`config.mk`:
```
export PLATFORM = sky130hd
export DESIGN_NAME = booth4_wallace_pipe
export DESIGN_NICKNAME = d
export VERILOG_FILES = /design/src/rtl/booth4_pkg.sv /design/src/rtl/csa_3_2.sv /design/src/rtl/booth4_wallace_pipe.sv
export SDC_FILE = /design/constraint.sdc
export NUM_CORES = 1
export LEC_CHECK = 0
export CAP_MARGIN = 20
export CORE_MARGIN = 5
export CORE_UTILIZATION = 56
export DETAILED_ROUTE_END_ITERATION = 10
export PLACE_DENSITY_LB_ADDON = 0.1
export SLEW_MARGIN = 15
export SYNTH_ARGS = -nofsm -noshare
export SYNTH_HDL_FRONTEND = slang
export SYNTH_SLANG_ARGS = --single-unit
```
`constraint.sdc`:
```
create_clock -name clk -period 8 [get_ports clk]
set_clock_uncertainty 0.15 [all_clocks]
set_input_delay 0.8 -clock clk [delete_from_list [all_inputs] [get_ports clk]]
set_output_delay 0.8 -clock clk [all_outputs]
set_load 0.02 [all_outputs]
```
`src/rtl/booth4_pkg.sv`:
```
// Shared widths, row-placement helpers and the sign-extension constant row for the
// radix-4 Booth partial-product reduction pipeline.
package booth4_pkg;

  localparam int PP_W     = 17;
  localparam int PP_NUM   = 8;
  localparam int P_W      = 32;
  localparam int ROW_STEP = 2;
  localparam int S1_ROWS  = 5;

  typedef logic [P_W-1:0] word_t;

  typedef struct packed {
    word_t sum;
    word_t carry;
  } sc_t;

  function automatic int row_off(input int i);
    return i * ROW_STEP;
  endfunction

  // Each row enters the tree with its MSB inverted, which biases it by +2^(PP_W-1).
  // This constant cancels all of those biases at once: -sum_i 2^(PP_W-1+2i).
  function automatic word_t sext_const(input int pp_w, input int pp_num);
    word_t acc;
    acc = '0;
    for (int i = 0; i < pp_num; i++) begin
      acc = acc + (word_t'(1) << (pp_w - 1 + row_off(i)));
    end
    return ~acc + word_t'(1);
  endfunction

  localparam word_t SEXT_CONST = sext_const(PP_W, PP_NUM);

endpackage

```
`src/rtl/csa_3_2.sv`:
```
// One row of 3:2 carry-save compressors: sum = a^b^c, carry = majority(a,b,c) at the next weight.
// Purely combinational; a carry out of the top bit is dropped, so results are modulo 2^W.
module csa_3_2 #(
  parameter int W = 32
) (
  input  logic [W-1:0] a,
  input  logic [W-1:0] b,
  input  logic [W-1:0] c,
  output logic [W-1:0] sum,
  output logic [W-1:0] carry
);

  logic [W-1:0] maj;

  always_comb begin
    maj   = (a & b) | (a & c) | (b & c);
    sum   = a ^ b ^ c;
    carry = maj << 1;
  end

endmodule

```
`src/rtl/booth4_wallace_pipe.sv`:
```
// Booth radix-4 Wallace reducer: 8 pp rows + neg row + constant row -> sum/carry in 2 stages.
// Define BOOTH_FINAL_CPA_EN to add a third stage producing out_prod; valid/ready with full throughput.
module booth4_wallace_pipe #(
  parameter int PP_W   = booth4_pkg::PP_W,
  parameter int PP_NUM = booth4_pkg::PP_NUM,
  parameter int P_W    = booth4_pkg::P_W
) (
  input  logic                   clk,
  input  logic                   rst,
  input  logic                   in_valid,
  output logic                   in_ready,
  input  logic [PP_NUM*PP_W-1:0] pp_bus,
  input  logic [PP_NUM-1:0]      neg_bus,
  output logic                   out_valid,
  input  logic                   out_ready,
  output logic [P_W-1:0]         out_sum,
  output logic [P_W-1:0]         out_carry
`ifdef BOOTH_FINAL_CPA_EN
  ,
  output logic [P_W-1:0]         out_prod
`endif
);
  import booth4_pkg::*;

  localparam int NROW      = PP_NUM + 2;
  localparam int NEG_ROW   = PP_NUM;
  localparam int CONST_ROW = PP_NUM + 1;
  localparam logic [P_W-1:0] CONST_VAL = sext_const(PP_W, PP_NUM);

  // ---------------- row formation ----------------
  logic [P_W-1:0] row [NROW];

  always_comb begin
    for (int i = 0; i < NROW; i++) begin
      row[i] = '0;
    end
    for (int i = 0; i < PP_NUM; i++) begin
      row[i][PP_W-1:0] = {~pp_bus[i*PP_W + PP_W - 1], pp_bus[i*PP_W +: PP_W-1]};
      row[i] = row[i] << row_off(i);
      row[NEG_ROW][row_off(i)] = neg_bus[i];
    end
    row[CONST_ROW] = CONST_VAL;
  end

  // ---------------- S1: CSA layers 1-2 (10 -> 5 rows) ----------------
  logic [P_W-1:0] l1 [6];
  logic [P_W-1:0] l2 [4];

  for (genvar g = 0; g < 3; g++) begin : g_l1
    csa_3_2 #(.W(P_W)) u_csa (
      .a    (row[3*g]),
      .b    (row[3*g+1]),
      .c    (row[3*g+2]),
      .sum  (l1[2*g]),
      .carry(l1[2*g+1])
    );
  end

  for (genvar g = 0; g < 2; g++) begin : g_l2
    csa_3_2 #(.W(P_W)) u_csa (
      .a    (l1[3*g]),
      .b    (l1[3*g+1]),
      .c    (l1[3*g+2]),
      .sum  (l2[2*g]),
      .carry(l2[2*g+1])
    );
  end

  logic                            v1_q, v1_d;
  logic [S1_ROWS-1:0][P_W-1:0]     s1_q, s1_d;

  // ---------------- S2: CSA layers 3-5 (5 -> 2 rows) ----------------
  logic [P_W-1:0] l3 [2];
  logic [P_W-1:0] l4 [2];
  logic [P_W-1:0] l5 [2];

  csa_3_2 #(.W(P_W)) u_csa_l3 (
    .a(s1_q[0]), .b(s1_q[1]), .c(s1_q[2]), .sum(l3[0]), .carry(l3[1])
  );
  csa_3_2 #(.W(P_W)) u_csa_l4 (
    .a(l3[0]), .b(l3[1]), .c(s1_q[3]), .sum(l4[0]), .carry(l4[1])
  );
  csa_3_2 #(.W(P_W)) u_csa_l5 (
    .a(l4[0]), .b(l4[1]), .c(s1_q[4]), .sum(l5[0]), .carry(l5[1])
  );

  logic v2_q, v2_d;
  sc_t  s2_q, s2_d;
  logic ld1, ld2;

`ifdef BOOTH_FINAL_CPA_EN
  logic           v3_q, v3_d;
  sc_t            s3_q, s3_d;
  logic [P_W-1:0] prod_q, prod_d;
  logic           ld3;
`endif

  // ---------------- handshake and next-state ----------------
  always_comb begin
`ifdef BOOTH_FINAL_CPA_EN
    ld3 = v2_q && (!v3_q || out_ready);
    ld2 = v1_q && (!v2_q || ld3);
`else
    ld2 = v1_q && (!v2_q || out_ready);
`endif
    in_ready = !v1_q || ld2;
    ld1      = in_valid && in_ready;

    v1_d = ld1 || (v1_q && !ld2);
    s1_d = s1_q;
    if (ld1) begin
      for (int j = 0; j < 4; j++) begin
        s1_d[j] = l2[j];
      end
      s1_d[4] = row[CONST_ROW];
    end

`ifdef BOOTH_FINAL_CPA_EN
    v2_d = ld2 || (v2_q && !ld3);
`else
    v2_d = ld2 || (v2_q && !out_ready);
`endif
    s2_d = s2_q;
    if (ld2) begin
      s2_d.sum   = l5[0];
      s2_d.carry = l5[1];
    end

`ifdef BOOTH_FINAL_CPA_EN
    v3_d   = ld3 || (v3_q && !out_ready);
    s3_d   = s3_q;
    prod_d = prod_q;
    if (ld3) begin
      s3_d   = s2_q;
      prod_d = s2_q.sum + s2_q.carry;
    end
`endif
  end

  always_ff @(posedge clk or posedge rst) begin
    if (rst) begin
      v1_q   <= 1'b0;
      s1_q   <= '0;
      v2_q   <= 1'b0;
      s2_q   <= '0;
`ifdef BOOTH_FINAL_CPA_EN
      v3_q   <= 1'b0;
      s3_q   <= '0;
      prod_q <= '0;
`endif
    end else begin
      v1_q   <= v1_d;
      s1_q   <= s1_d;
      v2_q   <= v2_d;
      s2_q   <= s2_d;
`ifdef BOOTH_FINAL_CPA_EN
      v3_q   <= v3_d;
      s3_q   <= s3_d;
      prod_q <= prod_d;
`endif
    end
  end

  // Outputs always come from the last stage so sum/carry stay aligned with out_prod.
  always_comb begin
`ifdef BOOTH_FINAL_CPA_EN
    out_valid = v3_q;
    out_sum   = s3_q.sum;
    out_carry = s3_q.carry;
    out_prod  = prod_q;
`else
    out_valid = v2_q;
    out_sum   = s2_q.sum;
    out_carry = s2_q.carry;
`endif
  end

endmodule
```
==> impl_metrics.env, run 1 <==
export IMPL_outcome="finished, final reports clean"
export IMPL_drtAntennaViolNets=0
export IMPL_dp_slack_ps=4000
export IMPL_core_area_um2=17200
export IMPL_cts_resized_gates=0
export IMPL_syn2layout_area_growth_pct=29.4
export IMPL_die_h_um=142
export IMPL_cts_setup_buffers=0
export IMPL_ys_flop_type="dfrtp_1"
export IMPL_placedCellCount=1139
export IMPL_maxCapViolations=0
export IMPL_via_per_inst=4.89
export IMPL_fin_cells=1172
export IMPL_path_buf_inv=2
export IMPL_p_leak_uw=0.00626
export IMPL_hold_slack_ps=354
export IMPL_setup_violations=0
export IMPL_syn_area_per_cell_um2=13.4
export IMPL_fp_dieW_um=142
export IMPL_crit_path_max_fanout=56
export IMPL_final_period_utilization_pct=44.9
export IMPL_ys_seq_elements=153
export IMPL_htreeDepth=4
export IMPL_worst_setup_path_type="primary input to register"
export IMPL_timing_hold_violations_final=0
export IMPL_ios=214
export IMPL_dr_first_iter_drc_count=182
export IMPL_fmax_ghz=0.278
export IMPL_yosysSeqAreaShare_pct=39.4
export IMPL_hold_class="register to register"
export IMPL_cts_tree="done"
export IMPL_cp_top_family="buffers and inverters"
export IMPL_dieArea_um2=20100
export IMPL_numPortBuffers=208
export IMPL_tightest_slew_ps=986
export IMPL_critPathCaptureType="register"
export IMPL_rsz0062_at_grt="false"
export IMPL_grt_pass1_wl_um=33300
export IMPL_place_gp_congestion=0.797
export IMPL_antenna_cells=0
export IMPL_worst_slack_ps=4410
export IMPL_hpwlAfterDp_um=15100
export IMPL_wl_per_cell_um=17.0
export IMPL_syn_area_um2=9710
export IMPL_fin_util_pct=73.2
export IMPL_drt_total_wl_um=19900
export IMPL_grt_pass1_vias=6647
export IMPL_cpMaxStageDelayCell="clkdlybuf4s50_1"
export IMPL_clk_latency_ps=420
export IMPL_rows=48
export IMPL_synthArstFlopShare_pct=100
export IMPL_arrival_ps=3740
export IMPL_ys_warn_count=0
export IMPL_layout_drive_gt1_share_pct=16.4
export IMPL_ctsHoldBuffers=0
export IMPL_synth_edf_count=0
export IMPL_cts_buffers=17
export IMPL_clockBufferDepth=2
export IMPL_tns_ps=0
export IMPL_cpPeakStageDelay_ps=1020
export IMPL_p_per_area_nw_per_um2=299
export IMPL_ys_types=20
export IMPL_grt_usage_pct=21.1
export IMPL_syn_inst=727
export IMPL_clock_sinks=153
export IMPL_antenna_found_initial=0
export IMPL_layout_nets=1249
export IMPL_clk_pin_slew_ps=60
export IMPL_cp_start_kind="primary input"
export IMPL_vdd_drop_max_uv=174
export IMPL_finalMaxSlewViolations=0
export IMPL_first_pass_iters=4
export IMPL_start_util_pct=56.6
export IMPL_crit_chain="clkdlybuf4s50_1 > and2_4 > buf_4 > mux2_1"
export IMPL_route_detailed_drc=0
export IMPL_min_period_ps=3590
export IMPL_vias=5731
export IMPL_grt_overflow=0
export IMPL_cts_root_buf="clkbuf_16"
export IMPL_critPathRequiredTime_ps=8150
export IMPL_maxSlewHeadroom_pct=34.3
export IMPL_grt_max_degree=82
export IMPL_n_fill_cell=1195
state kept, by name (all words and copies together) (netlist names):
| register | cells |
|---|---|
| out_carry | 27 |
| s1_q | 92 |
| v1_q | 1 |
| out_sum | 32 |
| out_valid | 1 |
metal layers:
layer	vias up	routed length [um]	GRT usage [%]
met3	27	1020	4.72
met1	2902	8340	27.4
li1	2654	-	-
met2	148	10100	35.6
met4	0	433	6.62
met5	-	0	0
worst register-to-register path, delay by kind of cell, from the launching register on:
| kind | cells | cell delay, ps |
|---|---|---|
| buffers and inverters | 1 | 880 |
| flip-flops | 1 | 600 |
| multiplexers | 1 | 410 |
| AND/OR/NAND/NOR | 2 | 1100 |
synth_stat cells (3+ instances only):
master / count / share of area (%)
inv_1: 190 / 7.3
buf_6: 15 / 1.7
clkbuf_1: 5 / 0.19
dfrtp_1: 153 / 39
mux2_1: 8 / 0.93
ha_1: 74 / 9.5
fa_1: 93 / 19
a21oi_2: 19 / 1.7
mux2i_1: 14 / 1.4
mux2_4: 99 / 15
a21oi_1: 39 / 2.0
nand2b_1: 3 / 0.19
buf_4: 6 / 0.46
area by class of cell:
type                    count  area [um2]  area share [%]
multi-input cells         361        4950            39.4
flip-flops and latches    153        3830            30.5
repair buffers            211        2120            16.9
inverters                 190         718            5.71
clock buffers              25         505            4.02
well taps                 225         282            2.24
clock inverters             7         160            1.27
layout by cell type (no fill, tap or decap), types with 5 or more instances in the layout:
cell	n
inv_1	189
mux2i_1	14
clkdlybuf4s50_1	208
a21oi_2	19
conb_1	5
clkbuf_16	17
dfrtp_1	153
mux2_1	8
bufinv_16	5
ha_1	74
mux2_4	99
clkbuf_8	5
fa_1	93
a21oi_1	39
final timing paths:
path | slack, ps | start | end | cells past startpoint
min in group asynchronous | 720 | rst | out_carry[11]$_DFFE_PP0P_ | 2
worst min register to register | 350 | s1_q[7]$_DFFE_PP0P_ | s1_q[7]$_DFFE_PP0P_ | 1
max in group asynchronous | 5770 | rst | out_sum[7]$_DFFE_PP0P_ | 4
worst max register to register | 4750 | v1_q$_DFF_PP0_ | s1_q[6]$_DFFE_PP0P_ | 4
worst min-delay path | 350 | s1_q[7]$_DFFE_PP0P_ | s1_q[7]$_DFFE_PP0P_ | 1
worst max-delay path | 4410 | in_valid | s1_q[6]$_DFFE_PP0P_ | 4
report_power, final:
part	leakage (uW)	internal, uW	switching, uW
clock	0.000327	595	309
combinational	0.00411	900	753
sequential	0.00181	1020	178
total	0.00626	2510	1240
through the flow:
step / power [uW] / area (um2)
after floorplan: 2250 / 9730
after global placement: 2790 / 11900
after detailed placement: 2870 / 11900
after CTS: 3810 / 12500
after global routing: 4040 / 12600
final: 3750 / 12600
cell families after synthesis:
kind of cell	Yosys count	share of synthesized area, %
AND/OR/NAND/NOR	9	0.580
multiplexers	121	17.7
AO/OA/AOI/OAI	58	3.72
flip-flops	153	39.4
adder cells (fa/ha/maj)	167	28.7
buffers and inverters	217	9.79
XOR/XNOR	1	0.0902
other	1	0.0386
Note: power is estimated with default switching activity, not from simulation.
==> inputs of run 2 (changes only) <==
--- a/config.mk
+++ b/config.mk
@@ -7,7 +7,7 @@
 export LEC_CHECK = 0
 export CAP_MARGIN = 20
 export CORE_MARGIN = 5
-export CORE_UTILIZATION = 56
+export CORE_UTILIZATION = 52
 export DETAILED_ROUTE_END_ITERATION = 10
 export PLACE_DENSITY_LB_ADDON = 0.1
 export SLEW_MARGIN = 15
==> constraint.sdc (replaced) <==
create_clock -name clk -period 3.6 [get_ports clk]
set_clock_uncertainty 0.15 [all_clocks]
set_input_delay 0.36 -clock clk [delete_from_list [all_inputs] [get_ports clk]]
set_output_delay 0.36 -clock clk [all_outputs]
set_load 0.02 [all_outputs]
==> run 2 against run 1 <==
Effect of this change: utilization down 5.5 points; worst setup slack got worse by 3300 ps; register-to-register slack worse by 3500 ps; routed wire length fell by 3.1%; critical path type is now primary input to output port; hold slack lost 100 ps; cell area about the same; via count increased by 0.68%.
==> impl_metrics.env, run 2 (same netlist as run 1, synthesis figures left out) <==
export IMPL_vdd_drop_max_uv=329
export IMPL_layout_nets=1256
export IMPL_met1_usage_pct=24.6
export IMPL_path_buf_inv=3
export IMPL_crit_path_max_fanout=20
export IMPL_drtAntennaViolNets=0
export IMPL_r2r_cells=6
export IMPL_setup_violations=0
export IMPL_cts_resized_gates=0
export IMPL_first_pass_iters=4
export IMPL_use_met3_pct=4.87
export IMPL_antenna_found_initial=0
export IMPL_clockBufferDepth=2
export IMPL_grt_pass1_vias=6495
export IMPL_clk_latency_ps=420
export IMPL_dieArea_um2=21500
export IMPL_fmax_ghz=0.409
export IMPL_core_area_um2=18600
export IMPL_route_detailed_drc=0
export IMPL_wl_per_cell_um=16.2
export IMPL_tns_ps=0
export IMPL_htreeDepth=4
export IMPL_hpwlAfterDp_um=15000
export IMPL_grt_pass1_wl_um=32500
export IMPL_outcome="finished, final reports clean"
export IMPL_clk_pin_slew_ps=60
export IMPL_worst_setup_path_type="primary input to output port"
export IMPL_arrival_ps=1930
export IMPL_syn2layout_area_growth_pct=29.4
export IMPL_rsz0062_at_grt="false"
export IMPL_p_leak_uw=0.00623
export IMPL_mostFrequentLayoutCell="clkdlybuf4s50_1"
export IMPL_drt_total_wl_um=19300
export IMPL_cts_root_buf="clkbuf_16"
export IMPL_cpPeakStageDelay_ps=670
export IMPL_cpMaxStageDelayCell="clkdlybuf4s50_1"
export IMPL_grt_max_degree=84
export IMPL_worst_slack_ps=1160
export IMPL_final_period_utilization_pct=67.9
export IMPL_hold_class="primary input to asynchronous set/reset pin"
export IMPL_busiest_layer="met2"
export IMPL_critPathCaptureType="output port"
export IMPL_timing_hold_violations_final=0
export IMPL_largest_register_ffs=92
export IMPL_place_gp_congestion=0.797
export IMPL_placedCellCount=1156
export IMPL_use_met2_pct=32.1
export IMPL_fin_cells=1188
export IMPL_min_period_ps=2440
export IMPL_critPathRequiredTime_ps=3090
export IMPL_cpMostUsedCell="clkdlybuf4s50_1"
export IMPL_maxSlewHeadroom_pct=39.7
export IMPL_crit_cells=4
export IMPL_cts_setup_buffers=0
export IMPL_dp_slack_ps=1090
export IMPL_vias=5770
export IMPL_grt_usage_pct=19.0
export IMPL_ios=214
export IMPL_clock_sinks=153
export IMPL_n_fill_cell=1382
export IMPL_layout_drive_gt1_share_pct=17.0
export IMPL_cp_top_family="buffers and inverters"
export IMPL_numPortBuffers=208
export IMPL_most_common_layout_cells="208 x clkdlybuf4s50_1, 189 x inv_1, 153 x dfrtp_1"
export IMPL_dr_first_iter_drc_count=176
export IMPL_die_h_um=147
export IMPL_cts_tree="done"
export IMPL_cp_start_kind="primary input"
export IMPL_antenna_cells=0
export IMPL_finalMaxSlewViolations=0
export IMPL_maxCapViolations=0
export IMPL_ctsHoldBuffers=0
export IMPL_p_per_area_nw_per_um2=641
export IMPL_fin_util_pct=67.7
export IMPL_rows=50
export IMPL_tightest_slew_ps=904
export IMPL_crit_chain="clkdlybuf4s50_1 > nand3b_2 > buf_4 > clkdlybuf4s50_1"
export IMPL_start_util_pct=52.3
export IMPL_grt_overflow=0
export IMPL_via_per_inst=4.86
export IMPL_cts_buffers=17
export IMPL_regMostFlops="s1_q"
export IMPL_fp_dieW_um=147
-- run 2: changes by cell type in the layout (fill, tap and decap cells not counted), sizes merged --
cell,change
buf,+7
clkinvlp,+6
bufinv,-3
clkbuf,-3
clkinv,+1
inv,-1
-- run 2: per-stage QoR --
step,instance area (um2),hold slack [ps],total power [uW]
6_report,12600,250,8050
5_1_grt,12600,297,8720
4_1_cts,12600,280,8210
3_5_place_dp,12000,345,6380
3_3_place_gp,12000,331,6250
2_1_floorplan,9730,300,4990
-- run 2: path summary, 6_finish.rpt --
kind,slack (ps),start,end
worst max-delay path,1160,out_ready,in_ready
worst max register to register,1260,s1_q[20]$_DFFE_PP0P_,out_sum[20]$_DFFE_PP0P_
min in group clk,350,s1_q[5]$_DFFE_PP0P_,s1_q[5]$_DFFE_PP0P_
max in group asynchronous,2220,rst,out_sum[16]$_DFFE_PP0P_
worst min register to register,350,s1_q[5]$_DFFE_PP0P_,s1_q[5]$_DFFE_PP0P_
worst min-delay path,250,rst,out_carry[8]$_DFFE_PP0P_
-- run 2: layout make-up --
class / instances / area (um2) / share of cell area, %
clock inverter: 10 / 120 / 0.955
tap: 234 / 293 / 2.33
timing repair buffer: 218 / 2190 / 17.5
multi-input combinational: 361 / 4950 / 39.4
sequential: 153 / 3830 / 30.5
inverter: 190 / 717 / 5.70
clock buffer: 22 / 464 / 3.69
-- run 2: power breakdown --
group | total [uW] | switching (uW) | internal [uW] | leakage [uW]
registers | 2660 | 398 | 2260 | 0.00181
logic | 3650 | 1650 | 1990 | 0.00415
clock network | 1750 | 690 | 1060 | 0.000269
total | 8050 | 2740 | 5310 | 0.00623
-- run 2: worst reg2reg max path: cells and delay by family, from the launching register on --
family / cells / cell delay (ps)
flip-flops: 1 / 410
adder cells (fa/ha/maj): 3 / 1280
multiplexers: 1 / 300
buffers and inverters: 2 / 100
-- run 2: metal layers --
metal / vias up / wire, um
li1: 2671 / -
met1: 2953 / 8160
met2: 134 / 9890
met3: 12 / 1040
met4: 0 / 176
met5: - / 0
